===== src/rtl/pic_bus_if.sv =====
// pic_bus_if
//   Groups the host command/response, init sequencer and 8259 bus signals
//   of pic_bus_master.
//   master modport: the bus initiator (pic_bus_master) view.
//   slave  modport: the host / PIC-side environment view.
//
// Host handshake: a command transfers on a rising clk edge where cmd_valid
// and cmd_ready are both 1. cmd_write/cmd_a0/cmd_data must be stable while
// cmd_valid is 1. cmd_ready may depend on init_start in the same cycle.
// rsp_valid is a one-cycle pulse with no back-pressure.
interface pic_bus_if;
  logic       cmd_valid;
  logic       cmd_ready;
  logic       cmd_write;
  logic       cmd_a0;
  logic [7:0] cmd_data;
  logic       rsp_valid;
  logic [7:0] rsp_data;
  logic       init_start;
  logic [7:0] icw1;
  logic [7:0] icw2;
  logic [7:0] icw3;
  logic [7:0] icw4;
  logic       init_busy;
  logic       init_done;
  logic       cs_n;
  logic       rd_n;
  logic       wr_n;
  logic       A0;
  logic [7:0] data_out;
  logic       data_oe;
  logic [7:0] data_in;

  modport master (
    input  cmd_valid, cmd_write, cmd_a0, cmd_data,
    input  init_start, icw1, icw2, icw3, icw4, data_in,
    output cmd_ready, rsp_valid, rsp_data, init_busy, init_done,
    output cs_n, rd_n, wr_n, A0, data_out, data_oe
  );

  modport slave (
    output cmd_valid, cmd_write, cmd_a0, cmd_data,
    output init_start, icw1, icw2, icw3, icw4, data_in,
    input  cmd_ready, rsp_valid, rsp_data, init_busy, init_done,
    input  cs_n, rd_n, wr_n, A0, data_out, data_oe
  );
endinterface


===== src/rtl/pic_bus_master.sv =====
// pic_bus_master
//   CPU-side 8080-style bus initiator for an 8259 PIC. Turns single-cycle
//   host commands into timed bus cycles (setup / strobe / hold / recover)
//   and runs an automatic ICW1..ICW4 init sequence.
// Ports:
//   clk         system clock, rising edge
//   reset       synchronous active-high reset
//   bus         pic_bus_if.master: host command/response, init control,
//               PIC bus strobes, A0 and data
//   o_dbg_state current bus FSM state (debug)
module pic_bus_master #(
  parameter int SETUP_CYC   = 1,
  parameter int STROBE_CYC  = 2,
  parameter int HOLD_CYC    = 1,
  parameter int RECOVER_CYC = 1
) (
  input  logic       clk,
  input  logic       reset,
  pic_bus_if.master  bus,
  output logic [2:0] o_dbg_state
);

  typedef enum logic [2:0] {
    ST_IDLE    = 3'd0,
    ST_SETUP   = 3'd1,
    ST_STROBE  = 3'd2,
    ST_HOLD    = 3'd3,
    ST_RECOVER = 3'd4
  } state_t;

  // Counters hold "cycles remaining minus one" so zero marks the last cycle.
  localparam logic [7:0] SETUP_LD   = 8'(SETUP_CYC - 1);
  localparam logic [7:0] STROBE_LD  = 8'(STROBE_CYC - 1);
  localparam logic [7:0] HOLD_LD    = 8'(HOLD_CYC - 1);
  localparam logic [7:0] RECOVER_LD = 8'(RECOVER_CYC - 1);

  state_t     r_state, w_state_nxt;
  logic [7:0] r_cnt, w_cnt_nxt;
  logic       r_lat_write, w_write_nxt;
  logic       r_lat_a0, w_a0_nxt;
  logic [7:0] r_lat_data, w_data_nxt;

  logic       r_init_busy, r_init_done;
  logic [1:0] r_step, w_step_nxt;
  logic       w_has_next;
  logic [7:0] r_icw1, r_icw2, r_icw3, r_icw4, w_icw_sel;

  logic       r_cs_n, r_rd_n, r_wr_n, r_a0, r_data_oe, r_rsp_valid;
  logic [7:0] r_data_out, r_rsp_data;

  logic       w_ready, w_init_go, w_cmd_go, w_icw_go, w_cnt_zero, w_bus_on;

  always_ff @(posedge clk) begin
    if (reset) r_state <= ST_IDLE;
    else       r_state <= w_state_nxt;
  end

  always_comb begin
    w_cnt_zero  = (r_cnt == 8'd0);
    // init_start wins over a simultaneous host command.
    w_ready     = (r_state == ST_IDLE) && !r_init_busy && !bus.init_start && !reset;
    w_init_go   = (r_state == ST_IDLE) && !r_init_busy && bus.init_start;
    w_cmd_go    = w_ready && bus.cmd_valid;
    w_icw_go    = (r_state == ST_IDLE) && r_init_busy;

    case (r_step)
      2'd0:    w_icw_sel = r_icw1;
      2'd1:    w_icw_sel = r_icw2;
      2'd2:    w_icw_sel = r_icw3;
      default: w_icw_sel = r_icw4;
    endcase

    // ICW3 only in cascade mode (icw1[1]=0), ICW4 only when icw1[0]=1.
    w_has_next = 1'b0;
    w_step_nxt = r_step;
    case (r_step)
      2'd0: begin w_has_next = 1'b1; w_step_nxt = 2'd1; end
      2'd1: begin
        if (!r_icw1[1])    begin w_has_next = 1'b1; w_step_nxt = 2'd2; end
        else if (r_icw1[0]) begin w_has_next = 1'b1; w_step_nxt = 2'd3; end
      end
      2'd2: if (r_icw1[0]) begin w_has_next = 1'b1; w_step_nxt = 2'd3; end
      default: w_has_next = 1'b0;
    endcase

    w_state_nxt = r_state;
    w_cnt_nxt   = r_cnt;
    w_write_nxt = r_lat_write;
    w_a0_nxt    = r_lat_a0;
    w_data_nxt  = r_lat_data;
    case (r_state)
      ST_IDLE: begin
        if (w_icw_go) begin
          w_state_nxt = ST_SETUP;
          w_cnt_nxt   = SETUP_LD;
          w_write_nxt = 1'b1;
          w_a0_nxt    = (r_step != 2'd0);
          w_data_nxt  = w_icw_sel;
        end else if (w_cmd_go) begin
          w_state_nxt = ST_SETUP;
          w_cnt_nxt   = SETUP_LD;
          w_write_nxt = bus.cmd_write;
          w_a0_nxt    = bus.cmd_a0;
          w_data_nxt  = bus.cmd_data;
        end
      end
      ST_SETUP: begin
        if (w_cnt_zero) begin w_state_nxt = ST_STROBE; w_cnt_nxt = STROBE_LD; end
        else w_cnt_nxt = r_cnt - 8'd1;
      end
      ST_STROBE: begin
        if (w_cnt_zero) begin w_state_nxt = ST_HOLD; w_cnt_nxt = HOLD_LD; end
        else w_cnt_nxt = r_cnt - 8'd1;
      end
      ST_HOLD: begin
        if (w_cnt_zero) begin w_state_nxt = ST_RECOVER; w_cnt_nxt = RECOVER_LD; end
        else w_cnt_nxt = r_cnt - 8'd1;
      end
      ST_RECOVER: begin
        if (w_cnt_zero) begin w_state_nxt = ST_IDLE; w_cnt_nxt = 8'd0; end
        else w_cnt_nxt = r_cnt - 8'd1;
      end
      default: begin w_state_nxt = ST_IDLE; w_cnt_nxt = 8'd0; end
    endcase

    w_bus_on = (w_state_nxt == ST_SETUP) || (w_state_nxt == ST_STROBE) ||
               (w_state_nxt == ST_HOLD);
  end

  // Bus outputs are registered from the next state so they line up exactly
  // with the state they belong to.
  always_ff @(posedge clk) begin
    if (reset) begin
      r_cnt       <= 8'd0;
      r_lat_write <= 1'b0;
      r_lat_a0    <= 1'b0;
      r_lat_data  <= 8'd0;
      r_cs_n      <= 1'b1;
      r_rd_n      <= 1'b1;
      r_wr_n      <= 1'b1;
      r_a0        <= 1'b0;
      r_data_out  <= 8'd0;
      r_data_oe   <= 1'b0;
      r_rsp_valid <= 1'b0;
      r_rsp_data  <= 8'd0;
      r_init_busy <= 1'b0;
      r_init_done <= 1'b0;
      r_step      <= 2'd0;
      r_icw1      <= 8'd0;
      r_icw2      <= 8'd0;
      r_icw3      <= 8'd0;
      r_icw4      <= 8'd0;
    end else begin
      r_cnt       <= w_cnt_nxt;
      r_lat_write <= w_write_nxt;
      r_lat_a0    <= w_a0_nxt;
      r_lat_data  <= w_data_nxt;
      r_cs_n      <= !w_bus_on;
      r_wr_n      <= !((w_state_nxt == ST_STROBE) && w_write_nxt);
      r_rd_n      <= !((w_state_nxt == ST_STROBE) && !w_write_nxt);
      r_a0        <= w_a0_nxt;
      r_data_out  <= w_data_nxt;
      r_data_oe   <= w_bus_on && w_write_nxt;

      // Read data is taken on the edge ending the last strobe cycle; the
      // pulse then lands in the first hold cycle.
      r_rsp_valid <= (r_state == ST_STROBE) && w_cnt_zero && !r_lat_write;
      if ((r_state == ST_STROBE) && w_cnt_zero && !r_lat_write)
        r_rsp_data <= bus.data_in;

      r_init_done <= 1'b0;
      if (w_init_go) begin
        r_icw1      <= bus.icw1;
        r_icw2      <= bus.icw2;
        r_icw3      <= bus.icw3;
        r_icw4      <= bus.icw4;
        r_init_busy <= 1'b1;
        r_step      <= 2'd0;
      end else if (r_init_busy && (r_state == ST_RECOVER) && w_cnt_zero) begin
        if (w_has_next) begin
          r_step <= w_step_nxt;
        end else begin
          r_init_busy <= 1'b0;
          r_init_done <= 1'b1;
        end
      end
    end
  end

  assign bus.cmd_ready = w_ready;
  assign bus.rsp_valid = r_rsp_valid;
  assign bus.rsp_data  = r_rsp_data;
  assign bus.init_busy = r_init_busy;
  assign bus.init_done = r_init_done;
  assign bus.cs_n      = r_cs_n;
  assign bus.rd_n      = r_rd_n;
  assign bus.wr_n      = r_wr_n;
  assign bus.A0        = r_a0;
  assign bus.data_out  = r_data_out;
  assign bus.data_oe   = r_data_oe;
  assign o_dbg_state   = r_state;

endmodule


===== src/flat_wrapper.sv =====
// flat-port wrapper written by rule: the top's interface ports become plain ports
module pic_bus_master_flat 
#(
  parameter int SETUP_CYC   = 1,
  parameter int STROBE_CYC  = 2,
  parameter int HOLD_CYC    = 1,
  parameter int RECOVER_CYC = 1
)
  (clk, reset, o_dbg_state, bus_cmd_valid, bus_cmd_write, bus_cmd_a0, bus_cmd_data, bus_init_start, bus_icw1, bus_icw2, bus_icw3, bus_icw4, bus_data_in, bus_cmd_ready, bus_rsp_valid, bus_rsp_data, bus_init_busy, bus_init_done, bus_cs_n, bus_rd_n, bus_wr_n, bus_A0, bus_data_out, bus_data_oe);
  pic_bus_if bus_i ();
  input  logic clk;
  input  logic reset;
  output logic [2:0] o_dbg_state;
  input wire logic [$bits(bus_i.cmd_valid)-1:0] bus_cmd_valid;
  input wire logic [$bits(bus_i.cmd_write)-1:0] bus_cmd_write;
  input wire logic [$bits(bus_i.cmd_a0)-1:0] bus_cmd_a0;
  input wire logic [$bits(bus_i.cmd_data)-1:0] bus_cmd_data;
  input wire logic [$bits(bus_i.init_start)-1:0] bus_init_start;
  input wire logic [$bits(bus_i.icw1)-1:0] bus_icw1;
  input wire logic [$bits(bus_i.icw2)-1:0] bus_icw2;
  input wire logic [$bits(bus_i.icw3)-1:0] bus_icw3;
  input wire logic [$bits(bus_i.icw4)-1:0] bus_icw4;
  input wire logic [$bits(bus_i.data_in)-1:0] bus_data_in;
  output wire logic [$bits(bus_i.cmd_ready)-1:0] bus_cmd_ready;
  output wire logic [$bits(bus_i.rsp_valid)-1:0] bus_rsp_valid;
  output wire logic [$bits(bus_i.rsp_data)-1:0] bus_rsp_data;
  output wire logic [$bits(bus_i.init_busy)-1:0] bus_init_busy;
  output wire logic [$bits(bus_i.init_done)-1:0] bus_init_done;
  output wire logic [$bits(bus_i.cs_n)-1:0] bus_cs_n;
  output wire logic [$bits(bus_i.rd_n)-1:0] bus_rd_n;
  output wire logic [$bits(bus_i.wr_n)-1:0] bus_wr_n;
  output wire logic [$bits(bus_i.A0)-1:0] bus_A0;
  output wire logic [$bits(bus_i.data_out)-1:0] bus_data_out;
  output wire logic [$bits(bus_i.data_oe)-1:0] bus_data_oe;
  assign bus_i.cmd_valid = bus_cmd_valid;
  assign bus_i.cmd_write = bus_cmd_write;
  assign bus_i.cmd_a0 = bus_cmd_a0;
  assign bus_i.cmd_data = bus_cmd_data;
  assign bus_i.init_start = bus_init_start;
  assign bus_i.icw1 = bus_icw1;
  assign bus_i.icw2 = bus_icw2;
  assign bus_i.icw3 = bus_icw3;
  assign bus_i.icw4 = bus_icw4;
  assign bus_i.data_in = bus_data_in;
  assign bus_cmd_ready = bus_i.cmd_ready;
  assign bus_rsp_valid = bus_i.rsp_valid;
  assign bus_rsp_data = bus_i.rsp_data;
  assign bus_init_busy = bus_i.init_busy;
  assign bus_init_done = bus_i.init_done;
  assign bus_cs_n = bus_i.cs_n;
  assign bus_rd_n = bus_i.rd_n;
  assign bus_wr_n = bus_i.wr_n;
  assign bus_A0 = bus_i.A0;
  assign bus_data_out = bus_i.data_out;
  assign bus_data_oe = bus_i.data_oe;
  pic_bus_master #(.SETUP_CYC(SETUP_CYC), .STROBE_CYC(STROBE_CYC), .HOLD_CYC(HOLD_CYC), .RECOVER_CYC(RECOVER_CYC)) u_core (.clk(clk), .reset(reset), .bus(bus_i), .o_dbg_state(o_dbg_state));
endmodule

===== config.mk =====
export PLATFORM = sky130hd
export DESIGN_NAME = pic_bus_master_flat
export DESIGN_NICKNAME = d
export VERILOG_FILES = /design/src/rtl/pic_bus_if.sv /design/src/rtl/pic_bus_master.sv /design/src/flat_wrapper.sv
export SDC_FILE = /design/constraint.sdc
export NUM_CORES = 1
export LEC_CHECK = 0
export CAP_MARGIN = 20
export CORE_MARGIN = 4
export CORE_UTILIZATION = 41
export DETAILED_ROUTE_END_ITERATION = 8
export PLACE_DENSITY = 0.65
export SYNTH_ARGS = -nofsm -noshare
export SYNTH_HDL_FRONTEND = slang
export SYNTH_SLANG_ARGS = --single-unit

===== constraint.sdc =====
create_clock -name clk -period 2.8 [get_ports clk]
set_clock_uncertainty 0.2 [all_clocks]
set_input_delay 0.56 -clock clk [delete_from_list [all_inputs] [get_ports clk]]
set_output_delay 0.56 -clock clk [all_outputs]
set_load 0.01 [all_outputs]

# Yosys cells after proc, flatten, opt, wreduce, memory -nomap -nowiden
# Index checks and enable logic that the tools add are counted.
[word_totals]
elab_cells = 97
in_bits = 54
ff_bits = 70
output_inout_bits = 28
[classes]
bitwise_logic = 1
addsub = 1
mux = 30
n_reduce_logical = 36
n_eq_ne = 11
[op_table]
columns = ["op", "n"]
rows = [
  ["2-to-1 mux 8 bit", 6],
  ["one-hot mux 8 bit (3 select lines)", 2],
  ["2-to-1 mux 3 bit", 6],
  ["one-hot mux 3 bit (5 select lines)", 1],
  ["logical AND 1 bit", 13],
  ["equality test 3 x 2 -> 1 bit, second input constant", 4],
  ["2-to-1 mux 1 bit", 11],
  ["logical NOT 1 bit", 8],
  ["logical NOT 8 bit", 1],
  ["subtractor 8 x 1 -> 8 bit, second input constant", 1],
  ["equality test 3 x 1 -> 1 bit, second input constant", 2],
  ["one-hot mux 2 bit (3 select lines)", 1],
  ["nonzero test 2 bit", 3],
  ["OR reduction 3 bit", 2],
  ["2-to-1 mux 2 bit", 2],
  ["AND reduction 2 bit", 2],
  ["equality test 3 bit, second input constant", 1],
  ["logical NOT 3 bit", 1],
  ["inequality test 3 x 1 -> 1 bit, second input constant", 1],
  ["one-hot mux 1 bit (3 select lines)", 1],
  ["AND reduction 3 bit", 1],
  ["nonzero test 3 bit", 1],
  ["equality test 2 x 1 -> 1 bit, second input constant", 1],
  ["equality test 2 bit, second input constant", 1],
  ["other kinds (5)", 6],
]

# Logic depth before layout (Yosys ltp)
[depth]
depth_word = 12
depth_mapped = 7
ltp_nobuf = 6

# Worst setup path after synthesis
# Ideal clock, no wire load.
[synth_path]
path_type = "in2reg"
from = "input port reset"
to = "register u_core.r_wr_n (netlist: u_core.bus.wr_n)"
n_path_buf = 1
path_stages = 5
t_arrival_ps = 1901
setup_ps = 134
required_time_ps = 2466
path_slack_ps = 565
cell_sequence = "clkbuf_1 > or3b_2 > o211ai_2 > o21ai_2 > or4_1"
[synth_via]
elab_chain_cells = 9
elab_cells_between_ends = 12
classes_between = "eq/ne: 1; mux: 6; reduce/logical: 5"
[synth_lines]
columns = ["element", "line", "source"]
rows = [
  ["start, declared", "flat_wrapper.sv:12", "input logic reset;"],
  ["logical NOT 1 bit", "pic_bus_master.sv:61", "w_ready = (r_state == ST_IDLE) && !r_init_busy && !bus.init_start && !reset;"],
  ["logical AND 1 bit", "pic_bus_master.sv:61", ""],
  ["logical AND 1 bit", "pic_bus_master.sv:63", "w_cmd_go = w_ready && bus.cmd_valid;"],
  ["2-to-1 mux 3 bit", "pic_bus_master.sv:99", "end else if (w_cmd_go) begin"],
  ["2-to-1 mux 3 bit", "pic_bus_master.sv:93", "if (w_icw_go) begin"],
  ["one-hot mux 3 bit (5 select lines)", "pic_bus_master.sv:91", "case (r_state)"],
  ["equality test 3 x 2 -> 1 bit", "pic_bus_master.sv:159", "r_wr_n <= !((w_state_nxt == ST_STROBE) && w_write_nxt);"],
  ["logical AND 1 bit", "pic_bus_master.sv:159", ""],
  ["logical NOT 1 bit", "pic_bus_master.sv:159", ""],
  ["end signal, assigned", "pic_bus_master.sv:159", ""],
  ["end, declared", "pic_bus_master.sv:48", "logic r_cs_n, r_rd_n, r_wr_n, r_a0, r_data_oe, r_rsp_valid;"],
]
# Several ways; a longest one is shown, not always the timed one.
# A chain may end at the register's enable or synchronous reset.

# Worst setup path after layout
[layout_path]
from = "register u_core.r_init_busy (netlist: u_core.bus.init_busy)"
to = "output port bus_cmd_ready"
[layout_via]
elab_chain_cells = 4
[layout_lines]
columns = ["element", "line", "source"]
rows = [
  ["start, declared", "pic_bus_master.sv:43", "logic r_init_busy, r_init_done;"],
  ["start signal, assigned", "pic_bus_master.sv:146", "r_init_busy <= 1'b0;"],
  ["start signal, assigned", "pic_bus_master.sv:177", "r_init_busy <= 1'b1;"],
  ["start signal, assigned", "pic_bus_master.sv:183", "r_init_busy <= 1'b0;"],
  ["logical NOT 1 bit", "pic_bus_master.sv:61", ""],
  ["logical AND 1 bit (3 in series)", "pic_bus_master.sv:61", ""],
  ["end, declared", "flat_wrapper.sv:24", "output wire logic [$bits(bus_i.cmd_ready)-1:0] bus_cmd_ready;"],
]
# No other way between the ends.

==> summary.txt <==
Synth area leader: dfxtp_1
RSZ-0062 raised after global routing: no
Setup crit start kind: register
Hold path depth: 2
Global routing usage on met3: 3.47%
Final Hold Fails: 0
Met1 usage: 22.9%
Max-cap violations: 0
Global Route Usage Sum: 17.9%
Yosys warns: 0
Reg2reg path depth: 6
Final Non-Filler Cells: 554
Max stage delay on crit path: 0.56 ns
Area grow syn2layout: 37.0%
Fin crit share: 95.8%
Vias in the first global route: 2,672
Crit-path slowest cell: or4_1
Status: finished clean
Later-pin clock latency in the skew report: 0.34 ns
# rows: 31
Post-DRT Antenna Nets: 0
CP Cell Sequence: or4_1 -> nor3_1 -> clkdlybuf4s50_1
TritonCTS buffer count: 9
Max Clk Rate: 0.373 GHz
Crit path kind: register to output pin
Initial antenna violation count: 0
Post-Syn Instances: 369
GRT met2 Usage: 29.5%
Io pins: 82
Most used DFF post-synth: dfxtp_1
Clock Sinks: 70
Vias per cell: 5.26
Reg clk slew, reported paths: 0.07 ns
Min Clock Period, post-route: 2.68 ns
Crit end category: output pin
Library cells used by synthesis: 48
Post-synthesis register bit count: 70
Die area: 0.00910 sq mm
Post-synth EDFFs: 0
Router iterations before antenna repair: 6
Worst hold path class: register to register
GRT busiest layer: met2
Number of diodes: 0
Die Ht: 95.4 um
Share of cells above drive strength 1: 9.89%
Worst EP arrival: 1.92 ns
Leakage: 1.65 nW
Initial drt markers: 164
Most numerous cell in the Yosys netlist: nand2_1
Final wirelength: 7940 um
Routability congestion estimate: 0.817
PwrDens: 845 mW/mm^2
Syn Area/Cell: 8.49 sq um
Slew Limit Fails: 0
Post-synthesis cell area: 0.00313 sq mm
CTS tree: yes
CTS max path bufs: 2
Async S/R FF share, synth: 0%
Residual DRC: 0
Input/output buffers: 81
Most instantiated cells after synthesis: nand2_1, dfxtp_1, a21oi_1
Clock root buffer master: clkbuf_8
Synth top area share: 44.7%
Cts hold-fix bufs: 0
Placed Cells: 538
VDD IR max: 0.334 mV
Final Setup Violations: 0
CP Max Fanout: 2
Data required, critical path: 2.04 ns
Core area: 0.00733 sq mm
Placed Area: 0.00405 sq mm
Slew @ Worst Pin: 0.618 ns
Synth area leaders: dfxtp_1, nand2_1, a21oi_1
Largest net degree at the start of global routing: 59
Die Width: 95.4 um
Global-route wire length before repair: 12,800 um
Avg WL per Cell: 14.3 um
Vias: 2,915
GRT overflow: 0
Max-slew headroom: 58.8%
DPL Wire Length: 5750 um
H-tree Lvls: 3
Core Util, Final: 58.5%
Nets: 509
Post-Syn Nets: 428
Post-CTS Resized: 0
Initial Util: 42.7%
Sequential element share of the synthesized area: 44.7%
Post-layout instance area: 0.00429 sq mm
Postcts setup bufs: 0
R2r setup slk: 0.57 ns
TNS Setup: 0 ns
[kinds of logic after synthesis]
| family | synth area share (%) |
|---|---|
| XOR/XNOR | 1.96 |
| AND/OR/NAND/NOR | 23.3 |
| multiplexers | 3.84 |
| flip-flops | 44.7 |
| buffers and inverters | 4.87 |
| adder cells (fa/ha/maj) | 2.00 |
| AO/OA/AOI/OAI | 19.3 |
[cell type report]
type,instances,area [sq um]
clock buffer,12,165
inverter,9,33.8
multi-input combinational,265,1580
tap,99,124
sequential,70,1400
fill,669,3040
timing repair buffer,95,911
clock inverter,4,76.3
[state kept, by name (all words and copies together) (netlist names), 2 cells and up]
register             count
u_core.bus.data_out      8
u_core.bus.rsp_data      8
u_core.o_dbg_state       3
u_core.r_cnt             8
u_core.r_icw1            8
u_core.r_icw2            8
u_core.r_icw3            8
u_core.r_icw4            8
u_core.r_step            2
[worst paths after layout]
check | to | startpoint
setup reg to reg | u_core.r_step[1]$_SDFFE_PP0P_ | u_core.r_step[1]$_SDFFE_PP0P_
setup / recovery | bus_cmd_ready | u_core.bus.init_busy$_SDFFE_PP0P_
hold / removal | u_core.r_icw3[6]$_SDFFE_PP0P_ | u_core.r_icw3[6]$_SDFFE_PP0P_
hold reg to reg | u_core.r_icw3[6]$_SDFFE_PP0P_ | u_core.r_icw3[6]$_SDFFE_PP0P_
[metrics by stage]
step / hold slack [ns] / total power, mW / setup slack, ns
global placement: 0.243 / 2.67 / 0.232
CTS: 0.256 / 3.64 / 0.117
global route: 0.272 / 3.84 / 0.0274
detailed placement: 0.246 / 2.68 / 0.192
finish: 0.257 / 3.62 / 0.118
floorplan: 0.236 / 2.20 / 0.565
[where the power goes]
| part | leakage (nW) | switching (mW) | internal (mW) |
|---|---|---|---|
| Clock | 0.119 | 0.378 | 0.578 |
| Sequential | 0.572 | 0.111 | 1.19 |
| Combinational | 0.954 | 0.745 | 0.617 |
| Total | 1.65 | 1.23 | 2.39 |
[placed cells by master, fill, tap and decap left out, drive strengths merged, types with 9 or more instances in the layout]
cell,instances
inv,10
clkbuf,12
mux2i,12
a211oi,13
nand2,73
clkdlybuf4s50,80
nor3,11
nor2b,9
a21oi,38
nor2,36
dfxtp,70
buf,15
[worst max-delay path: cells and delay by family (launching register included)]
kind / cells / cell delay, ns
buf+inv: 1 / 0.56
simple gates: 2 / 0.72
flops: 1 / 0.31
[per-layer routing]
| metal | wire length (um) | vias up |
|---|---|---|
| met5 | 0 | - |
| met3 | 512 | 12 |
| met1 | 3480 | 1344 |
| met2 | 3810 | 95 |
| li1 | - | 1464 |
| met4 | 139 | 0 |
No activity file was read; power rests on OpenSTA's default activity.
